===== src/rtl/img_resize_line_reader_if.sv =====
// rtl/img_resize_line_reader_if.sv - valid/ready pixel stream bundle for the line reader output
interface img_resize_line_reader_if #(
  parameter int DATA_WIDTH = 24
);
  logic [DATA_WIDTH-1:0] m_data;
  logic                  m_valid;
  logic                  m_ready;
  logic                  m_last;

  modport master (
    output m_data,
    output m_valid,
    output m_last,
    input  m_ready
  );

  modport slave (
    input  m_data,
    input  m_valid,
    input  m_last,
    output m_ready
  );
endinterface


===== src/rtl/img_resize_line_reader.sv =====
// rtl/img_resize_line_reader.sv - nearest-neighbour horizontal resampler reading a stored line from RAM port B
module img_resize_line_reader #(
  parameter int ADDR_WIDTH = 11,
  parameter int DATA_WIDTH = 24,
  parameter int FRAC_WIDTH = 16,
  parameter int FIFO_DEPTH = 4
) (
  input  logic                             b_clk,
  input  logic                             b_rst,
  input  logic                             line_start,
  input  logic [ADDR_WIDTH:0]              src_len,
  input  logic [ADDR_WIDTH:0]              out_len,
  input  logic [ADDR_WIDTH+FRAC_WIDTH-1:0] step,
  output logic [ADDR_WIDTH-1:0]            ram_addr,
  input  logic [DATA_WIDTH-1:0]            ram_rd_data,
  img_resize_line_reader_if.master         m,
  output logic                             busy,
  output logic                             line_done
);

  localparam int PW    = ADDR_WIDTH + 1 + FRAC_WIDTH;
  localparam int PTR_W = $clog2(FIFO_DEPTH);
  localparam int CW    = PTR_W + 1;

  typedef enum logic [1:0] {
    S_IDLE,
    S_READ,
    S_DRAIN,
    S_DONE
  } state_t;

  state_t state_q, state_d;

  logic [ADDR_WIDTH:0]              src_len_q;
  logic [ADDR_WIDTH:0]              out_len_q;
  logic [ADDR_WIDTH+FRAC_WIDTH-1:0] step_q;
  logic [PW-1:0]                    pos_q;
  logic [ADDR_WIDTH:0]              issued_q;
  logic [ADDR_WIDTH-1:0]            ram_addr_q;

  // s1: address on ram_addr this cycle; s2: its data on ram_rd_data this cycle
  logic s1_valid_q, s1_last_q;
  logic s2_valid_q, s2_last_q;

  logic [DATA_WIDTH:0]  mem [FIFO_DEPTH];
  logic [PTR_W-1:0]     wr_ptr_q, rd_ptr_q;
  logic [CW-1:0]        count_q;

  logic                 load, issue, issue_last;
  logic                 push, pop, fifo_valid;
  logic [CW:0]          occupancy;
  logic                 has_room;
  logic [PW:0]          pos_sum;
  logic [PW-1:0]        pos_next;
  logic [ADDR_WIDTH:0]  pos_int;
  logic [ADDR_WIDTH:0]  addr_clamped;

  assign fifo_valid = (count_q != '0);
  assign push       = s2_valid_q;
  assign pop        = fifo_valid & m.m_ready;

  // Reads already in the RAM pipeline count against FIFO space so no push can overflow
  assign occupancy  = {1'b0, count_q} + (CW+1)'(s1_valid_q) + (CW+1)'(s2_valid_q);
  assign has_room   = (occupancy < (CW+1)'(FIFO_DEPTH));

  // Accumulator saturates instead of wrapping; the clamp then pins it to the last pixel
  assign pos_sum      = {1'b0, pos_q} + {2'b00, step_q};
  assign pos_next     = pos_sum[PW] ? {PW{1'b1}} : pos_sum[PW-1:0];
  assign pos_int      = pos_q[PW-1:FRAC_WIDTH];
  assign addr_clamped = (pos_int >= src_len_q) ? (src_len_q - (ADDR_WIDTH+1)'(1)) : pos_int;

  assign ram_addr   = ram_addr_q;
  assign busy       = (state_q != S_IDLE);
  assign line_done  = (state_q == S_DONE);

  assign m.m_valid  = fifo_valid;
  assign m.m_data   = fifo_valid ? mem[rd_ptr_q][DATA_WIDTH-1:0] : '0;
  assign m.m_last   = fifo_valid ? mem[rd_ptr_q][DATA_WIDTH] : 1'b0;

  // Next-state and read-issue decisions
  always_comb begin
    state_d    = state_q;
    load       = 1'b0;
    issue      = 1'b0;
    issue_last = 1'b0;
    case (state_q)
      S_IDLE: begin
        if (line_start) begin
          load = 1'b1;
          if (out_len == '0) begin
            state_d = S_DONE;
          end else begin
            issue      = 1'b1;
            issue_last = (out_len == (ADDR_WIDTH+1)'(1));
            state_d    = S_READ;
          end
        end
      end
      S_READ: begin
        if (issued_q == out_len_q) begin
          state_d = S_DRAIN;
        end else if (has_room) begin
          issue      = 1'b1;
          issue_last = (issued_q == (out_len_q - (ADDR_WIDTH+1)'(1)));
        end
      end
      S_DRAIN: begin
        if (!s1_valid_q && !s2_valid_q &&
            ((count_q == '0) || ((count_q == CW'(1)) && pop))) begin
          state_d = S_DONE;
        end
      end
      S_DONE: begin
        state_d = S_IDLE;
      end
      default: begin
        state_d = S_IDLE;
      end
    endcase
  end

  // State register
  always_ff @(posedge b_clk) begin
    if (b_rst) begin
      state_q <= S_IDLE;
    end else begin
      state_q <= state_d;
    end
  end

  // Line parameters, position accumulator, RAM address and read pipeline flags
  always_ff @(posedge b_clk) begin
    if (b_rst) begin
      src_len_q  <= '0;
      out_len_q  <= '0;
      step_q     <= '0;
      pos_q      <= '0;
      issued_q   <= '0;
      ram_addr_q <= '0;
      s1_valid_q <= 1'b0;
      s1_last_q  <= 1'b0;
      s2_valid_q <= 1'b0;
      s2_last_q  <= 1'b0;
    end else begin
      if (load) begin
        src_len_q <= src_len;
        out_len_q <= out_len;
        step_q    <= step;
        pos_q     <= '0;
        issued_q  <= '0;
      end
      if (issue) begin
        if (state_q == S_IDLE) begin
          ram_addr_q <= '0;
          pos_q      <= {1'b0, step};
          issued_q   <= (ADDR_WIDTH+1)'(1);
        end else begin
          ram_addr_q <= addr_clamped[ADDR_WIDTH-1:0];
          pos_q      <= pos_next;
          issued_q   <= issued_q + (ADDR_WIDTH+1)'(1);
        end
      end
      s1_valid_q <= issue;
      s1_last_q  <= issue_last;
      s2_valid_q <= s1_valid_q;
      s2_last_q  <= s1_last_q;
    end
  end

  // FIFO storage; contents need no reset since validity lives in count_q
  always_ff @(posedge b_clk) begin
    if (push) begin
      mem[wr_ptr_q] <= {s2_last_q, ram_rd_data};
    end
  end

  // FIFO pointers and occupancy
  always_ff @(posedge b_clk) begin
    if (b_rst) begin
      wr_ptr_q <= '0;
      rd_ptr_q <= '0;
      count_q  <= '0;
    end else begin
      if (push) begin
        wr_ptr_q <= wr_ptr_q + PTR_W'(1);
      end
      if (pop) begin
        rd_ptr_q <= rd_ptr_q + PTR_W'(1);
      end
      case ({push, pop})
        2'b10:   count_q <= count_q + CW'(1);
        2'b01:   count_q <= count_q - CW'(1);
        default: count_q <= count_q;
      endcase
    end
  end

endmodule

===== src/flat_wrapper.sv =====
// flat-port wrapper written by rule: the top's interface ports become plain ports
module img_resize_line_reader_flat 
#(
  parameter int ADDR_WIDTH = 11,
  parameter int DATA_WIDTH = 24,
  parameter int FRAC_WIDTH = 16,
  parameter int FIFO_DEPTH = 4
)
  (b_clk, b_rst, line_start, src_len, out_len, step, ram_addr, ram_rd_data, busy, line_done, m_m_data, m_m_valid, m_m_last, m_m_ready);
  img_resize_line_reader_if #(.DATA_WIDTH(DATA_WIDTH)) m_i ();
  input  logic b_clk;
  input  logic b_rst;
  input  logic line_start;
  input  logic [ADDR_WIDTH:0] src_len;
  input  logic [ADDR_WIDTH:0] out_len;
  input  logic [ADDR_WIDTH+FRAC_WIDTH-1:0] step;
  output logic [ADDR_WIDTH-1:0] ram_addr;
  input  logic [DATA_WIDTH-1:0] ram_rd_data;
  output logic busy;
  output logic line_done;
  output wire logic [$bits(m_i.m_data)-1:0] m_m_data;
  output wire logic [$bits(m_i.m_valid)-1:0] m_m_valid;
  output wire logic [$bits(m_i.m_last)-1:0] m_m_last;
  input wire logic [$bits(m_i.m_ready)-1:0] m_m_ready;
  assign m_m_data = m_i.m_data;
  assign m_m_valid = m_i.m_valid;
  assign m_m_last = m_i.m_last;
  assign m_i.m_ready = m_m_ready;
  img_resize_line_reader #(.ADDR_WIDTH(ADDR_WIDTH), .DATA_WIDTH(DATA_WIDTH), .FRAC_WIDTH(FRAC_WIDTH), .FIFO_DEPTH(FIFO_DEPTH)) u_core (.b_clk(b_clk), .b_rst(b_rst), .line_start(line_start), .src_len(src_len), .out_len(out_len), .step(step), .ram_addr(ram_addr), .ram_rd_data(ram_rd_data), .m(m_i), .busy(busy), .line_done(line_done));
endmodule

===== config.mk =====
export PLATFORM = sky130hd
export DESIGN_NAME = img_resize_line_reader_flat
export DESIGN_NICKNAME = d
export VERILOG_FILES = /design/src/rtl/img_resize_line_reader_if.sv /design/src/rtl/img_resize_line_reader.sv /design/src/flat_wrapper.sv
export SDC_FILE = /design/constraint.sdc
export NUM_CORES = 1
export LEC_CHECK = 0
export CAP_MARGIN = 20
export CORE_MARGIN = 3
export CORE_UTILIZATION = 51
export DETAILED_ROUTE_END_ITERATION = 8
export PLACE_DENSITY = 0.76
export SETUP_SLACK_MARGIN = 0.05
export SLEW_MARGIN = 15
export SYNTH_ARGS = -nofsm -noshare
export SYNTH_HDL_FRONTEND = slang
export SYNTH_SLANG_ARGS = --single-unit

===== constraint.sdc =====
create_clock -name b_clk -period 2.8 [get_ports b_clk]
set_clock_uncertainty 0.05 [all_clocks]
set_input_delay 0.56 -clock b_clk [delete_from_list [all_inputs] [get_ports b_clk]]
set_output_delay 0.56 -clock b_clk [all_outputs]
set_load 0.05 [all_outputs]

==> out/metrics.cfg, run 1 <==
[sta]
max_freq_mhz = 363.7
slew_headroom_pct = 50.98
worst_slack_ps = 50.31
setup_viol = 0
rsz0062_at_grt = true
min_period_ps = 2750
worst_slew_pin_slew_ps = 735.4
final-hold-violation-count = 0
slew_viol_final = 0
holdWs_ps = 391.2
finalCritPeriodShare_pct = 98.20

[clock_tree]
cts_buffers = 24
worst_skew_pair.late_latency_ps = 510
htreeDepth = 1
hold_buffers = 0
cts_max_path_buffers = 3
clock_sinks = 217
path_clk_slew_ps = 60
cts_tree = built
cts-root-buf = clkbuf_16

[detailed_routing]
routed-via-count = 8180
routed_wl_mm = 24.40
post_drt_wl_per_cell_um = 16.61
drc_errors = 0
ant_nets = 0
drt-vias-per-instance = 5.568
drtPass1Iterations = 5
drt_iter0_drc = 543

[worst_setup_path]
crit_family = compound AO/OA/AOI/OAI gates
critPathMaxFanout = 3
cp.depth = 11
timing.rr.start = u_core.step_q[0]
ff2ff_setup_slack_ps = 50
crit_chain = ha_4, fa_2, a211oi_2, o21ai_2, o2111ai_2, a21o_1, o21a_1, buf_6, mux2i_1, a2111oi_2, a2111oi_0
critPathLaunch = u_core.step_q[0]
critPathKind = reg2reg
critical_path_buf_inv_count = 1
worst_path_max_delay_cell = fa_2
required_ps = 3140
crit_path_end_kind = flip-flop
r2r_cells = 11
slowest_delay_ps = 370
cp.arrival_ps = 3090
crit_end = u_core.pos_q[26]
cp-start-kind = flip-flop
r2r_end = u_core.pos_q[26]

[global_routing]
grt_pass1_wl_mm = 39.50
grt_max_degree = 68
antenna_found_initial = 0
grt_overflow_total = 0
grt_pass1_vias = 7824
grtUsageTotal_pct = 21.21

[placed_design]
hpwl_mm = 16.76
place_congestion = 0.9195
placed_cell_area_um2 = 12310
port_buffers = 117
dp_cells = 1423
pre_cts_ws_ps = 49.80

[synth]
synth_warnings = 0
syn_inst = 1046
yosysUniqueCellTypes = 65
syn_area_per_cell_um2 = 10.22
syn_area_um2 = 10690
synth_flop_cell = dfxtp_1
synthesis.nets = 1182
synth_top_area_share_pct = 28.08
synth_edf_count = 100
yosysTopAreaCell = edfxtp_1
async_flop_share_pct = 0
seq_area_frac_synth_pct = 49.98
synth-seq-cells = 217
synth.area.top_cells = edfxtp_1, dfxtp_1, ha_1, nand2_1, mux4_2

[layout]
post-route-util_pct = 64.83
finalNonFillerCells = 1469
area_growth_pct = 23.85
layout-drive-gt1-share_pct = 13.11
nNetsFinal = 1316
nFillCells = 1613
fin_area_um2 = 13240

[floorplan]
rows = 52
chipHeight_um = 150.8
dieArea_um2 = 22740
die_w_um = 150.8
initial_core_util_pct = 52.35
io_pins = 118
core_um2 = 20430

[power_and_ir_drop]
powerDensity_nw_per_um2 = 1037
ir_drop_v = 0.0005400
leakagePower_nw = 5.088

[outcome]
outcome = completed

[hold_path]
hold_path.class = reg2reg
min_delay_path_depth = 1

[job]
cap_viol_max_count = 0

-- worst register-to-register path, stage by stage, from the launching register on --
cell       delay [ps]
dfxtp_2           330
ha_4              170
fa_2              370
a211oi_2          250
o21ai_2            90
o2111ai_2         230
a21o_1            180
o21a_1            210
buf_6             130
mux2i_1           210
a2111oi_2          50
a2111oi_0         370
-- cell usage after synthesis (all sizes together), types with 3 or more instances --
| cell type | number |
|---|---|
| a21o | 9 |
| dfxtp | 117 |
| a2111oi | 3 |
| nand2 | 184 |
| ha | 56 |
| edfxtp | 100 |
| xor2 | 24 |
| o21ai | 49 |
| nor2b | 3 |
| nor4 | 7 |
| nor3b | 10 |
| nand4 | 6 |
| o31ai | 5 |
| or3 | 5 |
| or2 | 3 |
| mux2i | 14 |
| and2 | 36 |
| a21oi | 98 |
| nand2b | 7 |
| buf | 9 |
| a31oi | 7 |
| o211ai | 8 |
| nor3 | 17 |
| o22ai | 3 |
| mux4 | 25 |
| inv | 27 |
| o221ai | 21 |
| nand3b | 3 |
| xnor2 | 28 |
| nand3 | 15 |
| clkbuf | 42 |
| a211oi | 9 |
| o21a | 6 |
| nor2 | 54 |
| and3 | 11 |
-- worst min path at each step --
stage	from	endpoint
floorplan	u_core.s1_last_q	u_core.s2_last_q
global placement	u_core.s1_last_q	u_core.s2_last_q
detailed placement	u_core.s1_last_q	u_core.s2_last_q
CTS	u_core.pos_q[3]	u_core.pos_q[3]
global route	u_core.s1_last_q	u_core.s2_last_q
finish	u_core.s1_last_q	u_core.s2_last_q
-- power by group --
group | switching [W] | internal, W | total [W]
Combinational | 0.00369 | 0.00251 | 0.00620
Sequential | 0.000404 | 0.00382 | 0.00423
Clock | 0.00124 | 0.00206 | 0.00330
-- state kept, by name, indices dropped and copies added, names as in the netlist, 2 cells and up, named ones only --
name and count:
u_core.count_q 3, u_core.issued_q 12, u_core.mem 100, u_core.out_len_q 12, u_core.pos_q 28, u_core.ram_addr 11
u_core.rd_ptr_q 2, u_core.src_len_q 12, u_core.state_q 2, u_core.step_q 27, u_core.wr_ptr_q 2
-- per-stage QoR --
stage	power (W)	TNS [ps]
after detailed placement	0.01039	0
after global routing	0.01459	-62.16
final	0.01373	0
after global placement	0.01028	0
after floorplan	0.008583	0
after CTS	0.01375	0
-- cell type report --
type	instances	area, µm²	area share (%)
multi-input cells	751	5101	38.52
well taps	270	337.8	2.551
inverters	27	101.3	0.7652
clock inverters	11	172.7	1.304
diodes	1	2.502	0.01889
clock buffers	33	674.4	5.092
repair buffers	159	1504	11.36
flip-flops and latches	217	5350	40.40
-- what timing repair did --
action                                 4_1_cts  5_1_grt
pin swaps                                    0       10
buffers inserted                             0        1
setup endpoints to repair                    2       38
endpoints found under the hold margin        0        0
gates resized for setup                      3       16
-- metal layers --
layer / wire [µm] / track usage [%]
met1: 11300 / 30.08
met2: 11150 / 34.23
met3: 1460 / 3.351
met4: 484 / 5.530
met5: 0 / 0
-- placed cells by master (no fill, tap or decap), drive strengths merged, types with 8 or more instances in the layout --
cell | synthesis | routed
nor3b | 10 | 10
a211oi | 9 | 9
xor2 | 24 | 24
buf | 9 | 70
o21ai | 49 | 49
nand3 | 15 | 15
o211ai | 8 | 8
inv | 27 | 27
edfxtp | 100 | 100
and2 | 36 | 36
dfxtp | 117 | 117
nand2 | 184 | 184
clkbuf | 42 | 33
ha | 56 | 56
o221ai | 21 | 21
nor3 | 17 | 17
xnor2 | 28 | 28
nor2 | 54 | 54
a21o | 9 | 9
mux4 | 25 | 25
a21oi | 98 | 98
and3 | 11 | 11
mux2i | 14 | 14
clkdlybuf4s50 | 0 | 89
-- logic make-up (layout without fill, tap and decap cells) --
logic type | after synthesis | after routing | synth area share, %
compound gates | 237 | 237 | 13.67
xor+xnor | 52 | 52 | 4.259
fa+ha+maj | 57 | 57 | 6.739
buf+inv | 78 | 230 | 2.843
flops | 217 | 217 | 49.98
mux | 40 | 40 | 6.681
other cells | 0 | 1 | 0
simple gates | 365 | 365 | 15.83
Power figures use the tool's default switching activity.
==> run 2, diff against run 1 <==
CORE_UTILIZATION = 40   (was 51)
PLACE_DENSITY = 0.71   (was 0.76)
==> run 2 against run 1 <==
Against the previous run: routed wire length is 1.4% higher; global-route usage is 4.5 points lower; clock power hardly changed; via count is 0.55% higher; sequential cell count stayed put.
==> out/metrics.cfg, run 2 (same netlist as run 1, synthesis figures left out) <==
[layout]
mostFrequentLayoutCell = nand2_1
fin_area_um2 = 13370
post-route-util_pct = 51.14
layout-drive-gt1-share_pct = 13.89
largest_reg_flops = 100
regMostFlops = u_core.mem
final_cell_mix = nand2_1, dfxtp_1, edfxtp_1
insertedDiodeCount = 0
nNetsFinal = 1320
reg_top3 = u_core.mem: 100 flops, u_core.pos_q: 28 flops, u_core.step_q: 27 flops
area_growth_pct = 24.98

[worst_setup_path]
cp.arrival_ps = 2990
crit_chain = ha_4, fa_2, a211oi_2, o21ai_2, o2111ai_2, a21o_1, o21a_4, buf_6, mux2i_1, a2111oi_2, a2111oi_2
worst_path_max_delay_cell = fa_2
crit_family = compound AO/OA/AOI/OAI gates
crit_top_cell = a2111oi_2
critPathKind = reg2reg
cp-start-kind = flip-flop
r2r_cells = 11
ff2ff_setup_slack_ps = 170
crit_path_end_kind = flip-flop
critical_path_buf_inv_count = 1
critPathMaxFanout = 3
timing.rr.start = u_core.pos_q[0]
slowest_delay_ps = 370
required_ps = 3160
r2r_end = u_core.pos_q[26]

[clock_tree]
cts-root-buf = clkbuf_16
worst_skew_pair.late_latency_ps = 510
cts_buffers = 24
htreeDepth = 1
cts_tree = built
cts_max_path_buffers = 3
clock_sinks = 217
path_clk_slew_ps = 70
hold_buffers = 0

[placed_design]
placed_cell_area_um2 = 12380
pre_cts_ws_ps = -32.31
place_congestion = 0.8805
hpwl_mm = 17.20
port_buffers = 117

[global_routing]
use_met2_pct = 27.42
grt_overflow_total = 0
antenna_found_initial = 0
grt_max_degree = 53
grtUsageTotal_pct = 16.67
use_met3_pct = 2.516
grt_pass1_wl_mm = 39.79
grt_pass1_vias = 7889
busiest_layer = met2
met1_usage_pct = 23.71

[job]
cap_viol_max_count = 0

[floorplan]
die_w_um = 169.5
core_um2 = 26130
rows = 59
dieArea_um2 = 28730
io_pins = 118
initial_core_util_pct = 40.92
chipHeight_um = 169.5

[sta]
setup_viol = 0
rsz0062_at_grt = true
slew_headroom_pct = 60.50
worst_slew_pin_slew_ps = 592.5
slew_viol_final = 0
max_freq_mhz = 380.1
finalCritPeriodShare_pct = 93.96
holdWs_ps = 361.8
min_period_ps = 2631
worst_slack_ps = 169.0
final-hold-violation-count = 0

[power_and_ir_drop]
ir_drop_v = 0.0005417
powerDensity_nw_per_um2 = 1030
leakagePower_nw = 5.099

[detailed_routing]
ant_nets = 0
drt-vias-per-instance = 5.351
routed-via-count = 8225
drc_errors = 0
drt_iter0_drc = 549
routed_wl_mm = 24.73
drtPass1Iterations = 5
post_drt_wl_per_cell_um = 16.09

[hold_path]
hold_path.class = in2reg
min_delay_path_depth = 2
worstHoldEndpoint = u_core.step_q[10]
hold_start = b_rst

[outcome]
outcome = completed

==> run 2: cell types whose count changed in the layout (fill, tap and decap cells not counted), sizes merged <==
cell      previous run  this run
inv                 27        30
clkinv               6         8
clkbuf              33        26
clkinvlp             1         3
buf                 70        74
diode                1         0
==> run 2: final cells by class <==
class                           instances  area [µm²]
Clock buffer                           26       629.4
Clock inverter                         18       209.0
Fill cell                            2361       12770
Inverter                               27       101.3
Multi-Input combinational cell        751        5139
Sequential cell                       217        5350
Tap cell                              335       419.2
Timing Repair Buffer                  163        1518
==> run 2: stage by stage <==
stage          std cells  power (W)  TNS (ps)
2_1_floorplan       1046   0.008583         0
3_3_place_gp        1488    0.01029         0
3_5_place_dp        1488    0.01040    -63.57
4_1_cts             1533    0.01376         0
5_1_grt             1537    0.01465         0
6_report            1537    0.01376         0
==> run 2: metal layers <==
metal  up-vias  wire, µm
met2       242     11300
met4         0       342
met1      3871     11480
met5         -         0
met3        31      1604
li1       4081         -
==> run 2: worst max-delay path by stage <==
stage,endpoint,slack [ps],startpoint,cells past startpoint
5_1_grt,u_core.pos_q[22],5,u_core.pos_q[0],11
3_5_place_dp,u_core.pos_q[22],-30,u_core.pos_q[0],11
3_3_place_gp,u_core.pos_q[22],90,u_core.pos_q[0],11
6_report,u_core.pos_q[26],170,u_core.pos_q[0],11
4_1_cts,u_core.pos_q[26],40,u_core.pos_q[0],10
2_1_floorplan,u_core.pos_q[26],100,u_core.pos_q[0],10
==> run 2: where the power goes <==
| part | internal (W) | switching, W |
|---|---|---|
| sequential | 0.00382 | 0.000371 |
| clock | 0.00201 | 0.00129 |
| combinational | 0.00253 | 0.00374 |
==> run 2: what timing repair did <==
action,4_1_cts,5_1_grt
gates resized for setup,4,23
pin swaps,2,11
setup endpoints to repair,14,31
buffers inserted,1,4
